File: src/rtl/pipe_hazard_ctrl.sv
// Hazard/stall controller for the ID/EX boundary of the 5-stage core: stage
// enables, flushes, ID/EX bubble, mul/div watchdog and a stall-cycle counter.
//
// state    | meaning
// ---------+----------------------------------------------------------
// RUN      | normal flow; load-use, redirect, mul/div start, mem stall
// MD_WAIT  | EX occupied by a multi-cycle mul/div, watchdog running
// MEM_WAIT | data memory back-pressure; acts as RUN once mem_busy drops
module pipe_hazard_ctrl #(
  parameter int unsigned MULDIV_MAX_CYC = 34
) (
  input  logic        clk,
  input  logic        rst_n,
  input  logic        id_valid,
  input  logic [4:0]  id_rs1,
  input  logic [4:0]  id_rs2,
  input  logic        id_use_rs1,
  input  logic        id_use_rs2,
  input  logic        ex_valid,
  input  logic [4:0]  ex_rd,
  input  logic        ex_reg_we,
  input  logic        ex_mem_re,
  input  logic        ex_redirect,
  input  logic        ex_muldiv_start,
  input  logic        muldiv_done,
  input  logic        mem_busy,
  output logic        pc_en,
  output logic        if_id_en,
  output logic        id_ex_en,
  output logic        ex_mem_en,
  output logic        if_id_flush,
  output logic        id_ex_flush,
  output logic        id_stall,
  output logic [1:0]  ctrl_state,
  output logic        muldiv_timeout,
  output logic [15:0] stall_cnt
);

  typedef enum logic [1:0] {
    ST_RUN      = 2'd0,
    ST_MD_WAIT  = 2'd1,
    ST_MEM_WAIT = 2'd2
  } state_t;

  localparam logic [7:0] MD_LAST = 8'(MULDIV_MAX_CYC - 1);

  state_t      state_q, state_d;
  logic [7:0]  md_cnt_q, md_cnt_d;
  logic [15:0] stall_cnt_q, stall_cnt_d;

  logic [3:0]  en_c;  // {pc, if_id, id_ex, ex_mem}
  logic        if_id_flush_c, id_ex_flush_c, id_stall_c, timeout_c;
  logic        load_use;

  assign load_use = id_valid && ex_valid && ex_mem_re && ex_reg_we && (ex_rd != 5'd0) &&
                    ((id_use_rs1 && (id_rs1 == ex_rd)) || (id_use_rs2 && (id_rs2 == ex_rd)));

  always_comb begin
    state_d       = state_q;
    md_cnt_d      = md_cnt_q;
    en_c          = 4'b1111;
    if_id_flush_c = 1'b0;
    id_ex_flush_c = 1'b0;
    id_stall_c    = 1'b0;
    timeout_c     = 1'b0;
    case (state_q)
      ST_MD_WAIT: begin
        md_cnt_d = md_cnt_q + 8'd1;
        if (muldiv_done) begin
          if (mem_busy) begin
            en_c    = 4'b1110;
            state_d = ST_MEM_WAIT;
          end else begin
            state_d = ST_RUN;
          end
        end else if (md_cnt_q == MD_LAST) begin
          timeout_c = 1'b1;
          state_d   = ST_RUN;
        end else begin
          en_c = 4'b0000;
        end
      end
      // MEM_WAIT without back-pressure takes the RUN path so no cycle is lost
      default: begin
        state_d = ST_RUN;
        if (mem_busy) begin
          en_c    = 4'b0000;
          state_d = ST_MEM_WAIT;
        end else if (ex_redirect) begin
          if_id_flush_c = 1'b1;
          id_ex_flush_c = 1'b1;
        end else if (ex_muldiv_start && !muldiv_done) begin
          en_c     = 4'b0000;
          state_d  = ST_MD_WAIT;
          md_cnt_d = 8'd0;
        end else if (load_use) begin
          en_c       = 4'b0011;
          id_stall_c = 1'b1;
        end
      end
    endcase
  end

  always_comb begin
    stall_cnt_d = stall_cnt_q;
    if (!en_c[3] && (stall_cnt_q != 16'hFFFF)) stall_cnt_d = stall_cnt_q + 16'd1;
  end

  always_ff @(posedge clk or negedge rst_n) begin
    if (!rst_n) begin
      state_q     <= ST_RUN;
      md_cnt_q    <= 8'd0;
      stall_cnt_q <= 16'd0;
    end else begin
      state_q     <= state_d;
      md_cnt_q    <= md_cnt_d;
      stall_cnt_q <= stall_cnt_d;
    end
  end

  // Outputs are held inactive for as long as reset is asserted.
  assign pc_en          = rst_n & en_c[3];
  assign if_id_en       = rst_n & en_c[2];
  assign id_ex_en       = rst_n & en_c[1];
  assign ex_mem_en      = rst_n & en_c[0];
  assign if_id_flush    = rst_n & if_id_flush_c;
  assign id_ex_flush    = rst_n & id_ex_flush_c;
  assign id_stall       = rst_n & id_stall_c;
  assign muldiv_timeout = rst_n & timeout_c;
  assign ctrl_state     = state_q;
  assign stall_cnt      = stall_cnt_q;

endmodule

File: config.mk
export PLATFORM = sky130hd
export DESIGN_NAME = pipe_hazard_ctrl
export DESIGN_NICKNAME = d
export VERILOG_FILES = /design/src/rtl/pipe_hazard_ctrl.sv
export SDC_FILE = /design/constraint.sdc
export NUM_CORES = 1
export LEC_CHECK = 0
export BUFFER_PORTS_ARGS = -buffer_cell sky130_fd_sc_hd__buf_2
export CORE_ASPECT_RATIO = 2
export CORE_MARGIN = 4
export CORE_UTILIZATION = 45
export CTS_CLUSTER_DIAMETER = 50
export DETAILED_ROUTE_END_ITERATION = 6
export PLACE_DENSITY = 0.73
export SETUP_SLACK_MARGIN = 0.3
export SYNTH_ARGS = -nofsm -noshare
export SYNTH_HDL_FRONTEND = slang
export SYNTH_SLANG_ARGS = --single-unit
File: constraint.sdc
create_clock -name clk -period 2 [get_ports clk]
set_input_delay 0.4 -clock clk [delete_from_list [all_inputs] [get_ports clk]]
set_output_delay 0.4 -clock clk [all_outputs]
set_load 0.05 [all_outputs]
==> results.md, run 1 <==
* Commonest cells after routing, fill and taps aside: buf_2 (42), buf_4 (37), dfrtp_1 (22), nand2_1 (20), xor2_1 (14)
* Total CTS buffers at 3
* Die area at 4460 sq um
* Kind of critical path: reg2out
* Detailed-route via count at 1612
* Hold WC Path Type: in2async
* Commonest non-fill, non-tap cell in the layout: buf_2
* Reg2reg setup slack at -510 ps
* GPL Wtd Cong at about 0.85
* FP Rows at 29
* Htree depth at 1
* Root buf cell: clkbuf_8
* Period utilisation layout at 129%
* Net switching power at 0.807 mW
* Final ANT Viol Nets at 0
* Hold Slack at 93.5 ps
* Post-Place Worst Slack at -321 ps
* Global Route Usage Sum at 21.6%
* Mapped Nets at between 150 and 200
* IO buf count at 52
* Final Hold Fails at 0
* LEAKAGE at between 1 and 1.5 nW
* Share of cells above drive strength 1 at 48.1%
* Initial Util at about 47%
* Setup Viol. Count Final at 21
* Sequential Power Share at 35.7%
* Post-synthesis sequential area ratio at 42.4%
* Post-synth EDFFs at 0
* Clock skew at roughly 5.6 ps
* Clk Latency, worst-skew pair at 270 ps
* PwrDens at 812 nW/um^2
* Max Clock Freq at 388 MHz
* # Max-Cap Violations at 0
* Ports at 53
* Area Growth Syn to Fin at 56.7%
* DRC at 0
* Pwr Total at 1.95 mW
* Yosys cell types at 34
* P_int at between 1 and 1.5 mW
* DIE WIDTH at 49.3 um
* Slew @ Worst Pin at 345 ps
* Outcome: finished with violations
* Vias/cell at ~5.5
* Mapped Cells at 166
* RSZ-0062 raised after global routing: yes
* Detail Placement HPWL at 3.38 mm
* Clock power share at 17.4%
* Vias in the first global route at 1672
* Relative slew slack at about three quarters
* Flops & latches, synth at 26
* Arrival @ worst endpoint at 2180 ps
* Clock Sinks at 26
* Required time worst endpoint at around 1600 ps
* Largest net degree at the start of global routing at 22
* Top FF cell, synth: dfrtp_1
* Worst-path clk slew at 90 ps
* Final Max Slew Viols at 0
* Bufs on Longest Clock Path at 2
* Antenna violations before repair at 0
* Height of the die at 90.5 um
* Iter 0 DRT Violations at between 40 and 50
* Max IR drop VDD at 0.00111 V
* Grt ovf at 0
* Worst setup EP type: primary output
* Core ar. at 3230 sq um
* Diodes inserted at 0
* Router iterations before antenna repair at 5
* First-pass GRT wire length at between 7 and 8 mm
* Switching Share at around 41%
* Syn Area/Cell at 9.23 sq um
* CP Max Fanout at 3
* Wire per inst at 15.6 um
* Min Tclk post-route at 2580 ps
* CP Launch Type: register
* Violated checks: negative setup slack
* Syn. warnings at 0
* Post-synth design cell area at 1530 sq um
* Asr flop ratio synth at 100%
* Setup ws final at -579 ps
* WL final at around 4.5 mm
* Combinational share of power at 46.8%
* Fin nets at 291
* TritonCTS clock tree: built
cell type report:
| type | instances | area [sq um] |
|---|---|---|
| tap | 31 | 38.8 |
| timing repair buffer | 95 | 686 |
| multi-input combinational | 129 | 945 |
| fill | 241 | 827 |
| clock buffer | 4 | 55.1 |
| inverter | 6 | 22.5 |
| sequential | 26 | 656 |
path summary, 6_finish.rpt:
path	start	endpoint	cells past startpoint
max	md_cnt_q[1]	if_id_en	7
min	rst_n	ctrl_state[0]	2
max reg2reg	md_cnt_q[1]	stall_cnt[5]	12
min reg2reg	stall_cnt[11]	stall_cnt[11]	1
max in group asynchronous	rst_n	md_cnt_q[3]	2
min in group clk	mem_busy	ctrl_state[1]	3
cell families (layout without fill, tap and decap cells):
logic type,count (synthesis),count (layout),share of synthesized area [%]
adder cells (fa/ha/maj),3,3,2.45
AO/OA/AOI/OAI,19,19,8.90
multiplexers,3,3,2.12
AND/OR/NAND/NOR,79,79,26.1
XOR/XNOR,25,25,14.3
flip-flops,26,26,42.4
buffers and inverters,11,105,3.67
cells in the mapped netlist (2+ instances only):
library cell / instances / area, sq um
a21oi_1: 4 / 20.0
a31oi_1: 3 / 18.8
and3_1: 6 / 37.5
buf_4: 2 / 15.0
clkbuf_1: 2 / 7.51
dfrtp_1: 26 / 651
ha_1: 3 / 37.5
inv_1: 6 / 22.5
mux2_1: 2 / 22.5
nand2_1: 22 / 82.6
nand3_1: 10 / 50.1
nand4_1: 7 / 43.8
nor2_1: 14 / 52.6
nor3_1: 7 / 35.0
nor3b_1: 2 / 15.0
nor4_1: 3 / 18.8
o21ai_0: 7 / 35.0
xnor2_1: 11 / 96.3
xor2_1: 14 / 123
repair_timing:
action                                  CTS  global route
buffers inserted                          6             2
endpoints found under the setup margin   25            25
pin swaps                                 4             3
hold endpoints to repair                  3             0
gates resized for setup                  37             4
hold buffers                              1             0
metal layers:
layer	routed length, um	vias to the layer above	GRT usage, %
li1	-	768	-
met1	1590	772	22.9
met2	2530	60	40.6
met3	281	12	3.31
met4	135	0	8.79
met5	0	-	0
critical path: stages, from the launching register on:
cell     delay, ps
dfrtp_1        390
inv_1           60
ha_1           140
or4b_4         490
o41ai_4        260
nand3_2        180
a31oi_4        200
buf_6          180
metrics by stage:
| step | utilization [%] | cells | setup TNS [ps] | area (sq um) |
|---|---|---|---|---|
| 2_1_floorplan | - | 166 | -2800 | 1620 |
| 3_3_place_gp | 65.7 | 278 | -4020 | 2120 |
| 3_5_place_dp | 65.7 | 278 | -5430 | 2120 |
| 4_1_cts | 73.5 | 289 | -8200 | 2370 |
| 5_1_grt | 74.4 | 291 | -12680 | 2400 |
| 6_report | 74.4 | 291 | -10330 | 2400 |
flip-flops by register name, summed over array words and instances, names as in the netlist:
name and flops:
ctrl_state 2, stall_cnt 16, md_cnt_q 8
power by group through the flow:
stage          Combinational, mW  Clock (mW)  Sequential (mW)
2_1_floorplan              0.237           0            0.988
4_1_cts                    0.911       0.347            0.694
3_3_place_gp               0.829           0            0.698
3_5_place_dp               0.847           0            0.700
6_report                   0.914       0.340            0.697
5_1_grt                    0.978       0.377            0.709
Note: power is estimated with default switching activity, not from simulation.
==> run 2: changes to the inputs <==
==> constraint.sdc (replaced) <==
create_clock -name clk -period 2 [get_ports clk]
set_input_delay 0.3 -clock clk [delete_from_list [all_inputs] [get_ports clk]]
set_output_delay 0.3 -clock clk [all_outputs]
set_load 0.05 [all_outputs]
==> run 2 against run 1 <==
The flow still finishes with violations (negative setup slack). Die area unchanged. Sequential share of layout area increased by 0.55 points. Critical endpoint unchanged. Via count decreased by 3.7%.
==> results.md, run 2 (same netlist as run 1, synthesis figures left out) <==
* # Max-Cap Violations at 0
* IO buf count at 52
* DRT met1 WL at 1.51 mm
* Commonest non-fill, non-tap cell in the layout: buf_2
* Worst-path clk slew at 80 ps
* Reg2reg setup slack at -330 ps
* Detail Placement HPWL at 3.14 mm
* Relative slew slack at 58.0%
* Switching Share at around two fifths
* Metal2 WL at 2.40 mm
* Antenna violations before repair at 0
* Clock power share at 17.4%
* Share of cells above drive strength 1 at 48.4%
* Max reg flops at 16
* P_int at 1.14 mW
* Post-layout util at 72.9%
* Total CTS buffers at 3
* First-pass GRT wire length at 7.15 mm
* Clk Latency, worst-skew pair at 280 ps
* CP Launch Type: register
* Bufs on Longest Clock Path at 2
* Global Route Usage Sum at between 20% and 30%
* Period utilisation layout at 123%
* Detailed-route via count at 1552
* Height of the die at approximately 90 um
* Slew @ Worst Pin at 624 ps
* Max IR drop VDD at ~0.0008 V
* Area Growth Syn to Fin at 53.6%
* Required time worst endpoint at around 1700 ps
* TritonCTS clock tree: built
* Ports at 53
* DRC at 0
* Final ANT Viol Nets at 0
* Worst setup EP type: primary output
* Wire per inst at between 15 and 20 um
* Iter 0 DRT Violations at 44
* Reg2Reg Depth at 10
* Core ar. at 3230 sq um
* Net switching power at between 0.7 and 0.8 mW
* Hold WC Path Type: in2async
* Outcome: finished with violations
* Fin nets at 285
* Initial Util at a little under half
* DIE WIDTH at 49.3 um
* Combinational share of power at between 40 and 50%
* GPL Wtd Cong at about 0.86
* Kind of critical path: reg2out
* Die area at roughly 4500 sq um
* Final Hold Fails at 0
* Clock skew at 2.85 ps
* Grt ovf at 0
* Sequential cell area at 656 sq um
* Diodes inserted at 0
* Vias in the first global route at 1607
* Max Clock Freq at ~410 MHz
* Setup Viol. Count Final at 21
* Violated checks: negative setup slack
* Fillers at 254
* Final Max Slew Viols at 0
* WL final at 4.34 mm
* Arrival @ worst endpoint at 2160 ps
* RSZ-0062 raised after global routing: yes
* Area of the multi-input gates at 958 sq um
* Largest net degree at the start of global routing at 21
* Root buf cell: clkbuf_8
* Pwr Total at 1.94 mW
* Setup ws final at -455 ps
* Clock Sinks at 26
* Hold Slack at between 100 and 150 ps
* CP Max Fanout at 3
* Worst R2R Start: md_cnt_q[1]
* Routed length on met3 at 272 um
* LEAKAGE at around 1.2 nW
* FP Rows at 29
* Router iterations before antenna repair at 4
* Commonest cells after routing, fill and taps aside: buf_2 (44), buf_4 (31), dfrtp_1 (22), nand2_1 (20), xor2_1 (14)
* Top sig layer: met4
* Sequential Power Share at a little over a third
* PwrDens at 824 nW/um^2
* Setup TNS at -6870 ps
* Min Tclk post-route at 2460 ps
* Endpoint of the lowest-slack register-to-register path: stall_cnt[5]
* Vias/cell at 5.45
* Htree depth at 1
==> run 2: worst max path at each step <==
stage	startpoint	cells past startpoint	to	slack [ps]
finish	md_cnt_q[1]	7	if_id_en	-460
global route	md_cnt_q[1]	7	if_id_en	-550
CTS	md_cnt_q[1]	7	if_id_en	-450
detailed placement	md_cnt_q[1]	7	if_id_en	-250
global placement	md_cnt_q[1]	7	if_id_en	-220
floorplan	md_cnt_q[1]	7	pc_en	-400
==> run 2: worst max-delay path, cell delays in order, from the launching register on <==
cell and delay [ps]:
dfrtp_1 380, inv_1 60, ha_1 130, or4b_4 480
o41ai_4 280, nand3_2 170, a31oi_4 200, buf_6 180
==> run 2: routing by layer <==
metal,vias up,track usage [%]
li1,757,-
met1,724,20.1
met2,58,36.9
met3,13,4.30
met4,0,12.4
met5,-,0
==> run 2: layout make-up <==
class,instances,share of cell area (%)
Multi-Input combinational cell,129,40.7
Inverter,6,0.956
Clock buffer,4,2.34
Timing Repair Buffer,89,26.5
Tap cell,31,1.65
Sequential cell,26,27.8
==> run 2: power groups by stage <==
stage | registers, mW | logic [mW] | clock network (mW)
after global placement | 0.710 | 0.792 | 0
after detailed placement | 0.710 | 0.809 | 0
after global routing | 0.716 | 0.971 | 0.371
final | 0.703 | 0.900 | 0.337
after floorplan | 0.989 | 0.235 | 0
after CTS | 0.701 | 0.885 | 0.348
==> run 2: metrics by stage <==
stage          setup slack, ps  instance area (sq um)  cells
2_1_floorplan             -396                   1610    166
3_3_place_gp              -220                   2050    269
3_5_place_dp              -250                   2050    269
4_1_cts                   -451                   2270    280
5_1_grt                   -552                   2350    285
6_report                  -455                   2350    285
==> run 2: what timing repair did <==
action / CTS / global route
gates resized for setup: 29 / 12
buffers inserted: 6 / 5
endpoints found under the setup margin: 24 / 25
pin swaps: 5 / 2
hold endpoints to repair: 6 / 0
hold buffers: 1 / 0
==> run 3: changes to the inputs <==
==> constraint.sdc (replaced) <==
create_clock -name clk -period 2.2 [get_ports clk]
set_input_delay 0.33 -clock clk [delete_from_list [all_inputs] [get_ports clk]]
set_output_delay 0.33 -clock clk [all_outputs]
set_load 0.05 [all_outputs]
==> run 3 against run 2 <==
The flow still finishes with violations (negative setup slack). Sequential share of layout area is 1.8 points higher. Critical path depth stayed put. Combinational power is 24% lower. Worst hold slack better by 45 ps. Largest cell class unchanged. Largest power group unchanged.
==> results.md, run 3 (same netlist as run 1, synthesis figures left out) <==
* Commonest non-fill, non-tap cell in the layout: buf_2
* Min Tclk post-route at 2510 ps
* Highest cell delay on the worst timing path at about 470 ps
* First-pass GRT wire length at 7.05 mm
* CP Launch Type: register
* Sequential Power Share at 38.3%
* FP Rows at 29
* WL final at 4.20 mm
* Iter 0 DRT Violations at 32
* Vias/cell at 5.49
* Area of the multi-input gates at 921 sq um
* Root buf cell: clkbuf_8
* RSZ-0062 raised after global routing: yes
* Max Clock Freq at 399 MHz
* Max reg flops at 16
* Height of the die at ~90 um
* Max IR drop VDD at 0.000801 V
* Period utilisation layout at 114%
* Clock skew at 3.79 ps
* Setup ws final at -306 ps
* Switching Share at between 40% and 50%
* CP Depth at 7
* Setup Viol. Count Final at 20
* Reg2Reg Depth at 11
* Required time worst endpoint at 1870 ps
* PwrDens at approximately 790 nW/um^2
* DIE WIDTH at 49.3 um
* Fillers at 259
* Share of cells above drive strength 1 at 41.8%
* Core ar. at between 3000 and 4000 sq um
* Initial Util at 47.5%
* Bufs on Longest Clock Path at 2
* Sequential cell area at 656 sq um
* Worst setup EP type: primary output
* DP Area at 1970 sq um
* Design area at between 2000 and 2500 sq um
* Family with the most delay on the worst path: simple AND/OR/NAND/NOR gates
* Hold WC Path Type: in2async
* Htree depth at 1
* DRC at 0
* Final Max Slew Viols at 0
* Relative slew slack at slightly below 70%
* Diodes inserted at 0
* Antenna violations before repair at 0
* Clock power share at 22.6%
* Kind of critical path: reg2out
* # Max-Cap Violations at 0
* Final Hold Fails at 0
* Total CTS buffers at 3
* Grt ovf at 0
* Ports at 53
* Worst-path clk slew at 90 ps
* Post-Place Worst Slack at -48.5 ps
* IO buf count at 52
* Clk Latency, worst-skew pair at 270 ps
* GPL Wtd Cong at 0.816
* Hold Slack at 155 ps
* P_int at 1.05 mW
* Net switching power at 0.707 mW
* Commonest cells after routing, fill and taps aside: buf_2 (44), dfrtp_1 (22), nand2_1 (21), buf_4 (18), xor2_1 (14)
* Violated checks: negative setup slack
* Fin nets at 270
* Detailed-route via count at 1481
* Wire per inst at 15.5 um
* Post-layout util at between 60% and 70%
* Detail Placement HPWL at 2.90 mm
* Outcome: finished with violations
* Reg2reg setup slack at -120 ps
* CP Max Fanout at 3
* CP bufs+invs at 2
* Die area at roughly 4500 sq um
* LEAKAGE at 1.09 nW
* Vias in the first global route at 1594
* Router iterations before antenna repair at 4
* Clock Sinks at 26
* Combinational share of power at 39.1%
* Slew @ Worst Pin at between 400 and 500 ps
* TritonCTS clock tree: built
* Area Growth Syn to Fin at 44.3%
* Global Route Usage Sum at approximately 20%
* Largest net degree at the start of global routing at 24
* Arrival @ worst endpoint at 2180 ps
* Slowest cell on the critical path: or4b_4
* Final ANT Viol Nets at 0
* Crit path cell chain: inv_2 > ha_4 > or4b_4 > o41ai_4 > nand3_2 > a31oi_2 > buf_6
[run 3: changes by cell type in the layout (fill, tap and decap cells not counted), sizes merged]
cell / change
bufinv: +1
clkbuf: +1
buf: -17
[run 3: stage by stage]
step / TNS (ps) / instances / power (mW)
after floorplan: -386 / 166 / 1.11
after global placement: -109 / 258 / 1.30
after detailed placement: -350 / 258 / 1.30
after CTS: -1940 / 268 / 1.74
after global routing: -4150 / 270 / 1.86
final: -2480 / 270 / 1.76
[run 3: final timing paths]
| check | start | to |
|---|---|---|
| worst max-delay path | md_cnt_q[1] | ex_mem_en |
| worst min-delay path | rst_n | md_cnt_q[1] |
| worst max register to register | md_cnt_q[1] | stall_cnt[5] |
| worst min register to register | stall_cnt[0] | stall_cnt[0] |
| max in group asynchronous | rst_n | ctrl_state[0] |
| min in group clk | mem_busy | ctrl_state[1] |
[run 3: metal layers]
metal / routed length [um] / global-route usage [%] / vias to the layer above
met5: 0 / 0 / -
met4: 49 / 6.65 / 0
met3: 270 / 3.14 / 4
met2: 2330 / 36.1 / 61
met1: 1540 / 21.4 / 694
li1: - / - / 722
[run 3: final cells by class]
type / count / share of cell area [%]
Multi-Input combinational cell: 129 / 41.6
Inverter: 6 / 1.02
Tap cell: 31 / 1.75
Sequential cell: 26 / 29.6
Clock inverter: 1 / 1.36
Clock buffer: 3 / 1.87
Timing Repair Buffer: 74 / 22.7
[run 3: power by group through the flow]
stage               sequential (mW)  combinational [mW]  clock, mW
global placement              0.678               0.620          0
CTS                           0.670               0.668      0.402
finish                        0.673               0.688      0.397
floorplan                     0.899               0.212          0
global route                  0.691               0.742      0.426
detailed placement            0.678               0.627          0
[run 3: repair_timing]
action / 4_1_cts / 5_1_grt
pin swaps: 2 / 1
setup buffers: 5 / 2
resized for setup: 17 / 10
endpoints found under the setup margin: 24 / 24
hold endpoints to repair: 3 / 0
hold buffers: 1 / 0
